**config.mk**
```make
export PLATFORM = sky130hd
export DESIGN_NAME = peatc_test_sequencer_flat
export DESIGN_NICKNAME = d
export VERILOG_FILES = /design/src/rtl/peatc_test_sequencer_if.sv /design/src/rtl/peatc_test_sequencer.sv /design/src/flat_wrapper.sv
export SDC_FILE = /design/constraint.sdc
export NUM_CORES = 1
export LEC_CHECK = 0
export BUFFER_PORTS_ARGS = -buffer_cell sky130_fd_sc_hd__buf_2
export CORE_MARGIN = 2
export CORE_UTILIZATION = 45
export DETAILED_ROUTE_END_ITERATION = 10
export GPL_TIMING_DRIVEN = 0
export PLACE_DENSITY = 0.73
export SLEW_MARGIN = 20
export SYNTH_ARGS = -nofsm -noshare
export SYNTH_HDL_FRONTEND = slang
export SYNTH_SLANG_ARGS = --single-unit
```
**constraint.sdc**
```tcl
create_clock -name bus_clk -period 10.7 [get_ports bus_clk]
set_clock_uncertainty 0.15 [all_clocks]
set_input_delay 1.605 -clock bus_clk [delete_from_list [all_inputs] [get_ports bus_clk]]
set_output_delay 1.605 -clock bus_clk [all_outputs]
set_load 0.05 [all_outputs]
```
**src/rtl/peatc_test_sequencer_if.sv**
```systemverilog
// Bundle of the host-command, stimulus, ADC and FIFO signals seen by the
// PEATC test sequencer. The sequencer takes the master view; the Xillybus
// wrapper / acquisition environment takes the slave view.
interface peatc_test_sequencer_if;
    logic        cmd_open;
    logic        cmd_wren;
    logic [31:0] cmd_data;
    logic        cmd_full;
    logic        stim_trig;
    logic        adc_valid;
    logic [15:0] adc_data;
    logic        raw_wr_en;
    logic [15:0] raw_wr_data;
    logic        raw_full;
    logic        res_wr_en;
    logic [31:0] res_wr_data;
    logic        res_full;
    logic        busy;
    logic        done;
    logic        err_overrun;

    modport master (
        input  cmd_open, cmd_wren, cmd_data, adc_valid, adc_data, raw_full, res_full,
        output cmd_full, stim_trig, raw_wr_en, raw_wr_data, res_wr_en, res_wr_data,
               busy, done, err_overrun
    );

    modport slave (
        output cmd_open, cmd_wren, cmd_data, adc_valid, adc_data, raw_full, res_full,
        input  cmd_full, stim_trig, raw_wr_en, raw_wr_data, res_wr_en, res_wr_data,
               busy, done, err_overrun
    );
endinterface

```
**src/rtl/peatc_test_sequencer.sv**
```systemverilog
// PEATC acquisition run sequencer: decodes host START/ABORT commands, fires one
// stimulus trigger per epoch, forwards each epoch's ADC samples to the raw FIFO
// and finishes every run with a single status/result word in the result FIFO.
module peatc_test_sequencer #(
    parameter int ISI_SHIFT = 10,
    parameter int OVR_W     = 16
) (
    input  logic                   bus_clk,
    input  logic                   bus_rst,
    peatc_test_sequencer_if.master bus
);
    localparam int ISI_W = 8 + ISI_SHIFT;

    localparam logic [3:0] OP_START    = 4'd1;
    localparam logic [3:0] OP_ABORT    = 4'd2;
    localparam logic [3:0] ST_OK       = 4'd0;
    localparam logic [3:0] ST_ABORTED  = 4'd1;
    localparam logic [3:0] ST_BAD_PARM = 4'd2;
    localparam logic [3:0] ST_OVERRUN  = 4'd3;

    typedef enum logic [2:0] {
        S_IDLE   = 3'd0,
        S_TRIG   = 3'd1,
        S_ACQ    = 3'd2,
        S_ISI    = 3'd3,
        S_REPORT = 3'd4
    } state_t;

    state_t             state_q, state_d;
    logic [7:0]         num_stim_q, num_stim_d;
    logic [11:0]        samples_q, samples_d;
    logic [7:0]         isi_q, isi_d;
    logic [7:0]         epoch_q, epoch_d;
    logic [11:0]        samp_cnt_q, samp_cnt_d;
    logic [ISI_W-1:0]   isi_cnt_q, isi_cnt_d;
    logic [OVR_W-1:0]   ovr_q, ovr_d;
    logic               err_q, err_d;
    logic               raw_wr_en_q, raw_wr_en_d;
    logic [15:0]        raw_wr_data_q, raw_wr_data_d;
    logic [31:0]        res_data_q, res_data_d;
    logic               stim_trig_q;
    logic               busy_q;
    logic               cmd_full_q;
    logic               start_s;
    logic               abort_s;

    // Result word: status, whole epochs, reserved nibble, zero-extended overrun count.
    function automatic logic [31:0] pack_result(input logic [3:0]       status,
                                                input logic [7:0]       epochs,
                                                input logic [OVR_W-1:0] overruns);
        return {status, epochs, 4'd0, 16'(overruns)};
    endfunction

    // Next-state, counter and output-data logic of the run sequencer.
    always_comb begin
        state_d       = state_q;
        num_stim_d    = num_stim_q;
        samples_d     = samples_q;
        isi_d         = isi_q;
        epoch_d       = epoch_q;
        samp_cnt_d    = samp_cnt_q;
        isi_cnt_d     = isi_cnt_q;
        ovr_d         = ovr_q;
        err_d         = err_q;
        raw_wr_en_d   = 1'b0;
        raw_wr_data_d = raw_wr_data_q;
        res_data_d    = res_data_q;

        start_s = bus.cmd_wren && (bus.cmd_data[31:28] == OP_START);
        // A closed host stream is treated exactly like an explicit ABORT.
        abort_s = (bus.cmd_wren && (bus.cmd_data[31:28] == OP_ABORT)) || !bus.cmd_open;

        case (state_q)
            S_IDLE: begin
                if (start_s) begin
                    num_stim_d = bus.cmd_data[27:20];
                    samples_d  = bus.cmd_data[19:8];
                    isi_d      = bus.cmd_data[7:0];
                    err_d      = 1'b0;
                    ovr_d      = '0;
                    epoch_d    = 8'd0;
                    if ((bus.cmd_data[27:20] == 8'd0) || (bus.cmd_data[19:8] == 12'd0)) begin
                        state_d    = S_REPORT;
                        res_data_d = pack_result(ST_BAD_PARM, 8'd0, '0);
                    end else begin
                        state_d = S_TRIG;
                    end
                end else begin
                    state_d = S_IDLE;
                end
            end
            S_TRIG: begin
                samp_cnt_d = 12'd0;
                if (abort_s) begin
                    state_d    = S_REPORT;
                    res_data_d = pack_result(ST_ABORTED, epoch_q, ovr_q);
                end else begin
                    state_d = S_ACQ;
                end
            end
            S_ACQ: begin
                // Abort has priority: the coincident sample is neither written nor counted.
                if (abort_s) begin
                    state_d    = S_REPORT;
                    res_data_d = pack_result(ST_ABORTED, epoch_q, ovr_q);
                end else if (bus.adc_valid) begin
                    samp_cnt_d = samp_cnt_q + 12'd1;
                    if (bus.raw_full) begin
                        err_d = 1'b1;
                        ovr_d = (ovr_q == {OVR_W{1'b1}}) ? ovr_q : ovr_q + OVR_W'(1);
                    end else begin
                        raw_wr_en_d   = 1'b1;
                        raw_wr_data_d = bus.adc_data;
                    end
                    if (samp_cnt_d == samples_q) begin
                        epoch_d = epoch_q + 8'd1;
                        if (epoch_d == num_stim_q) begin
                            state_d    = S_REPORT;
                            res_data_d = pack_result(err_d ? ST_OVERRUN : ST_OK, epoch_d, ovr_d);
                        end else begin
                            state_d   = S_ISI;
                            isi_cnt_d = ISI_W'(isi_q) << ISI_SHIFT;
                        end
                    end else begin
                        state_d = S_ACQ;
                    end
                end else begin
                    state_d = S_ACQ;
                end
            end
            S_ISI: begin
                // A loaded value of 0 or 1 both give a single ISI cycle.
                if (abort_s) begin
                    state_d    = S_REPORT;
                    res_data_d = pack_result(ST_ABORTED, epoch_q, ovr_q);
                end else if (isi_cnt_q <= ISI_W'(1)) begin
                    state_d = S_TRIG;
                end else begin
                    isi_cnt_d = isi_cnt_q - ISI_W'(1);
                end
            end
            S_REPORT: begin
                state_d = bus.res_full ? S_REPORT : S_IDLE;
            end
            default: begin
                state_d = S_IDLE;
            end
        endcase
    end

    // State, counters and registered outputs; async reset drops any run in progress.
    always_ff @(posedge bus_clk or posedge bus_rst) begin
        if (bus_rst) begin
            state_q       <= S_IDLE;
            num_stim_q    <= 8'd0;
            samples_q     <= 12'd0;
            isi_q         <= 8'd0;
            epoch_q       <= 8'd0;
            samp_cnt_q    <= 12'd0;
            isi_cnt_q     <= '0;
            ovr_q         <= '0;
            err_q         <= 1'b0;
            raw_wr_en_q   <= 1'b0;
            raw_wr_data_q <= 16'd0;
            res_data_q    <= 32'd0;
            stim_trig_q   <= 1'b0;
            busy_q        <= 1'b0;
            cmd_full_q    <= 1'b0;
        end else begin
            state_q       <= state_d;
            num_stim_q    <= num_stim_d;
            samples_q     <= samples_d;
            isi_q         <= isi_d;
            epoch_q       <= epoch_d;
            samp_cnt_q    <= samp_cnt_d;
            isi_cnt_q     <= isi_cnt_d;
            ovr_q         <= ovr_d;
            err_q         <= err_d;
            raw_wr_en_q   <= raw_wr_en_d;
            raw_wr_data_q <= raw_wr_data_d;
            res_data_q    <= res_data_d;
            stim_trig_q   <= (state_d == S_TRIG);
            busy_q        <= (state_d != S_IDLE);
            cmd_full_q    <= (state_d == S_REPORT);
        end
    end

    assign bus.stim_trig   = stim_trig_q;
    assign bus.busy        = busy_q;
    assign bus.cmd_full    = cmd_full_q;
    assign bus.err_overrun = err_q;
    assign bus.raw_wr_en   = raw_wr_en_q;
    assign bus.raw_wr_data = raw_wr_data_q;
    assign bus.res_wr_data = res_data_q;
    // The result write must be qualified by this cycle's FIFO full flag, so it
    // is a gate of the REPORT state register and res_full rather than a flop.
    assign bus.res_wr_en   = (state_q == S_REPORT) && !bus.res_full;
    assign bus.done        = (state_q == S_REPORT) && !bus.res_full;
endmodule

```
**src/flat_wrapper.sv**
```systemverilog
// flat-port wrapper written by rule: the top's interface ports become plain ports
module peatc_test_sequencer_flat 
#(
    parameter int ISI_SHIFT = 10,
    parameter int OVR_W     = 16
)
  (bus_clk, bus_rst, bus_cmd_open, bus_cmd_wren, bus_cmd_data, bus_adc_valid, bus_adc_data, bus_raw_full, bus_res_full, bus_cmd_full, bus_stim_trig, bus_raw_wr_en, bus_raw_wr_data, bus_res_wr_en, bus_res_wr_data, bus_busy, bus_done, bus_err_overrun);
  peatc_test_sequencer_if bus_i ();
  input  logic bus_clk;
  input  logic bus_rst;
  input wire logic [$bits(bus_i.cmd_open)-1:0] bus_cmd_open;
  input wire logic [$bits(bus_i.cmd_wren)-1:0] bus_cmd_wren;
  input wire logic [$bits(bus_i.cmd_data)-1:0] bus_cmd_data;
  input wire logic [$bits(bus_i.adc_valid)-1:0] bus_adc_valid;
  input wire logic [$bits(bus_i.adc_data)-1:0] bus_adc_data;
  input wire logic [$bits(bus_i.raw_full)-1:0] bus_raw_full;
  input wire logic [$bits(bus_i.res_full)-1:0] bus_res_full;
  output wire logic [$bits(bus_i.cmd_full)-1:0] bus_cmd_full;
  output wire logic [$bits(bus_i.stim_trig)-1:0] bus_stim_trig;
  output wire logic [$bits(bus_i.raw_wr_en)-1:0] bus_raw_wr_en;
  output wire logic [$bits(bus_i.raw_wr_data)-1:0] bus_raw_wr_data;
  output wire logic [$bits(bus_i.res_wr_en)-1:0] bus_res_wr_en;
  output wire logic [$bits(bus_i.res_wr_data)-1:0] bus_res_wr_data;
  output wire logic [$bits(bus_i.busy)-1:0] bus_busy;
  output wire logic [$bits(bus_i.done)-1:0] bus_done;
  output wire logic [$bits(bus_i.err_overrun)-1:0] bus_err_overrun;
  assign bus_i.cmd_open = bus_cmd_open;
  assign bus_i.cmd_wren = bus_cmd_wren;
  assign bus_i.cmd_data = bus_cmd_data;
  assign bus_i.adc_valid = bus_adc_valid;
  assign bus_i.adc_data = bus_adc_data;
  assign bus_i.raw_full = bus_raw_full;
  assign bus_i.res_full = bus_res_full;
  assign bus_cmd_full = bus_i.cmd_full;
  assign bus_stim_trig = bus_i.stim_trig;
  assign bus_raw_wr_en = bus_i.raw_wr_en;
  assign bus_raw_wr_data = bus_i.raw_wr_data;
  assign bus_res_wr_en = bus_i.res_wr_en;
  assign bus_res_wr_data = bus_i.res_wr_data;
  assign bus_busy = bus_i.busy;
  assign bus_done = bus_i.done;
  assign bus_err_overrun = bus_i.err_overrun;
  peatc_test_sequencer #(.ISI_SHIFT(ISI_SHIFT), .OVR_W(OVR_W)) u_core (.bus_clk(bus_clk), .bus_rst(bus_rst), .bus(bus_i));
endmodule
```
==> impl_metrics.ini <==
[run_status]
outcome = finished, final reports clean

[worst_setup_path]
crit_end = u_core.bus.raw_wr_data[3]
worstPathRequired_ns = 10.85
r2r_end = u_core.samp_cnt_q[10]
path_max_fanout = 10
timing.rr.start = u_core.state_q[0]
crit_path_start_kind = input pin
arrival_ns = 5.10
end_kind = flip-flop
r2r_cells = 9
critPathLaunch = bus_cmd_data[31]
crit_type = input pin to flip-flop
rrSetupSlack_ns = 6.85

[synth]
yosysUniqueCellTypes = 72
synth_area_leaders = dfrtp_1 43%, nand2_1 7.5%, mux2_2 6.2%, o21ai_0 5.0%, a21oi_1 2.6%
synth_seq_cells = 132
ys_async_sr_fraction = 1.00
synth_common_cells = 153 x nand2_1, 132 x dfrtp_1, 77 x o21ai_0
syn_area_per_cell_um2 = 8.89
synthFlopType = dfrtp_1
yosysSeqAreaShare = 0.433
yosys.cell_count.top_type = nand2_1
synth_top_area_cell = dfrtp_1
synth_cells = 859
netlist.area_leader.share = 0.433
synthesis.area_um2 = 7640
synth_edf_count = 0
yosysWarnings = 0

[clock_network]
numCtsBuffers = 17
numClockSinks = 132
cts_setup_buffers = 0
clkLatencyLatePin_ns = 0.43
cts-root-buf = clkbuf_16
clk_path_buf_depth = 2
cts_tree = done
post_cts_resized = 0
htreeDepth = 4
cts.clk_slew.worst_paths_ns = 0.06
cts_hold_buffers = 0

[route]
route.vias.total = 7103
wire_per_inst_um = 17.1
antenna_left = 0
totalWireLength_um = 20800
viasPerCell = 5.83
drtIter0Drc = 551
drt_pass1_iterations = 6
drc = 0

[die]
die_w_um = 134
core_um2 = 16600
die_h_um = 134
io_pins = 110
die_area_um2 = 18000
rows = 47
start_util = 0.461

[placed_design]
dpl_worst_slack_ns = 5.32
dp_hpwl_um = 14900
dpl_cell_area_um2 = 8470
globalplace.congestion = 0.915
port_buffers = 101
dp_cells = 1186

[layout]
drive_gt1_frac = 0.213
num-fill-cells = 1583
final_nets = 1045
final_core_util = 0.546
fin_cells = 1218
final_area_um2 = 9050
antenna_cells = 0
syn2layout_area_growth_pct = 18.6

[timing]
drv_slew = 0
grt_setup_unrepaired = no
tightest_slew_ns = 1.02
setup_ws_ns = 5.75
slew_headroom = 0.313
fin_setup_tns_ns = 0
finalSetupViolCount = 0
fin_crit_ns = 4.95
hold_violations = 0
max_freq_mhz = 202
post-route-period-util = 0.462

[flow_run]
cap_viol_max_count = 0

[min_path]
hold_path_class = flip-flop to flip-flop

[grt]
grt_max_degree = 88
grt_usage = 0.238
grt-ovfl-total = 0
grt_antenna_before_repair = 0
grt_pass1_vias = 6736
grt_pass1_wl_um = 34300

[power]
vdd_ir_drop_max_uv = 123
p_per_area_nw_per_um2 = 199
p_leak_nw = 4.13
[layout by cell type, fill, tap and decap left out, drive strengths merged, types with 17 or more instances in the layout]
cell type	Yosys	layout
buf	19	121
dfrtp	132	132
nor2	32	32
nor4	19	19
mux2	42	42
a21oi	41	41
o21ai	80	80
clkbuf	51	69
o31ai	22	22
a31oi	17	17
nand3	25	25
nand2	153	153
[cells by family after synthesis]
logic type,Yosys count,share of synthesized area
and+or+nand+nor,331,0.220
DFF,132,0.433
xor gates and xnor gates,21,0.0241
muxes,51,0.0737
AOI/OAI and AO/OA,234,0.194
adders and majority gates,5,0.00819
other,1,0.000491
buffers and inverters,84,0.0470
[how the worst min path moves through the flow]
stage / startpoint / end / slack [ns] / cells after the start
2_1_floorplan: u_core.isi_q[4] / u_core.isi_q[4] / 0.29 / 2
3_3_place_gp: u_core.isi_q[4] / u_core.isi_q[4] / 0.31 / 2
3_5_place_dp: u_core.isi_q[4] / u_core.isi_q[4] / 0.31 / 2
4_1_cts: u_core.isi_cnt_q[17] / u_core.isi_cnt_q[17] / 0.33 / 1
5_1_grt: u_core.isi_cnt_q[17] / u_core.isi_cnt_q[17] / 0.35 / 1
6_report: u_core.isi_cnt_q[17] / u_core.isi_cnt_q[17] / 0.33 / 1
[where the power goes]
part           leakage, nW  switching [W]  internal (W)
logic                 2.09       0.000339      0.000190
clock network        0.277       0.000229      0.000344
registers             1.76      0.0000931      0.000604
[routing by layer]
metal	track usage	up-vias	part of all wire
met5	0	-	0
met4	0.108	0	0.032
met3	0.0476	50	0.062
met2	0.386	260	0.48
met1	0.309	3413	0.43
li1	-	3380	-
[flip-flops by register name, indices dropped and copies added (netlist names), 12 cells and up]
| name | flops |
|---|---|
| u_core.bus.raw_wr_data | 16 |
| u_core.bus.res_wr_data | 26 |
| u_core.isi_cnt_q | 18 |
| u_core.ovr_q | 16 |
| u_core.samp_cnt_q | 12 |
| u_core.samples_q | 12 |
[cell type report]
type	instances	area (um^2)	area share
multi-input combinational	648	3990	0.441
sequential	132	3300	0.365
timing repair buffer	102	533	0.0589
clock buffer	18	429	0.0474
buffer	70	307	0.0339
tap	220	275	0.0304
clock inverter	14	154	0.0170
inverter	14	60.1	0.00663
[per-stage QoR]
stage | hold slack [ns] | power (W)
2_1_floorplan | 0.290 | 0.00108
3_3_place_gp | 0.311 | 0.00121
3_5_place_dp | 0.313 | 0.00123
4_1_cts | 0.334 | 0.00181
5_1_grt | 0.349 | 0.00190
6_report | 0.328 | 0.00180
[critical path, cell delays in order]
cell and delay, ns:
buf_2 0.10, or3b_1 0.40, or3b_1 0.48, nor4_2 0.76, o21ai_1 0.55, nor2_2 0.50
buf_2 0.33, mux2_2 0.37
No activity file was read; power rests on OpenSTA's default activity.
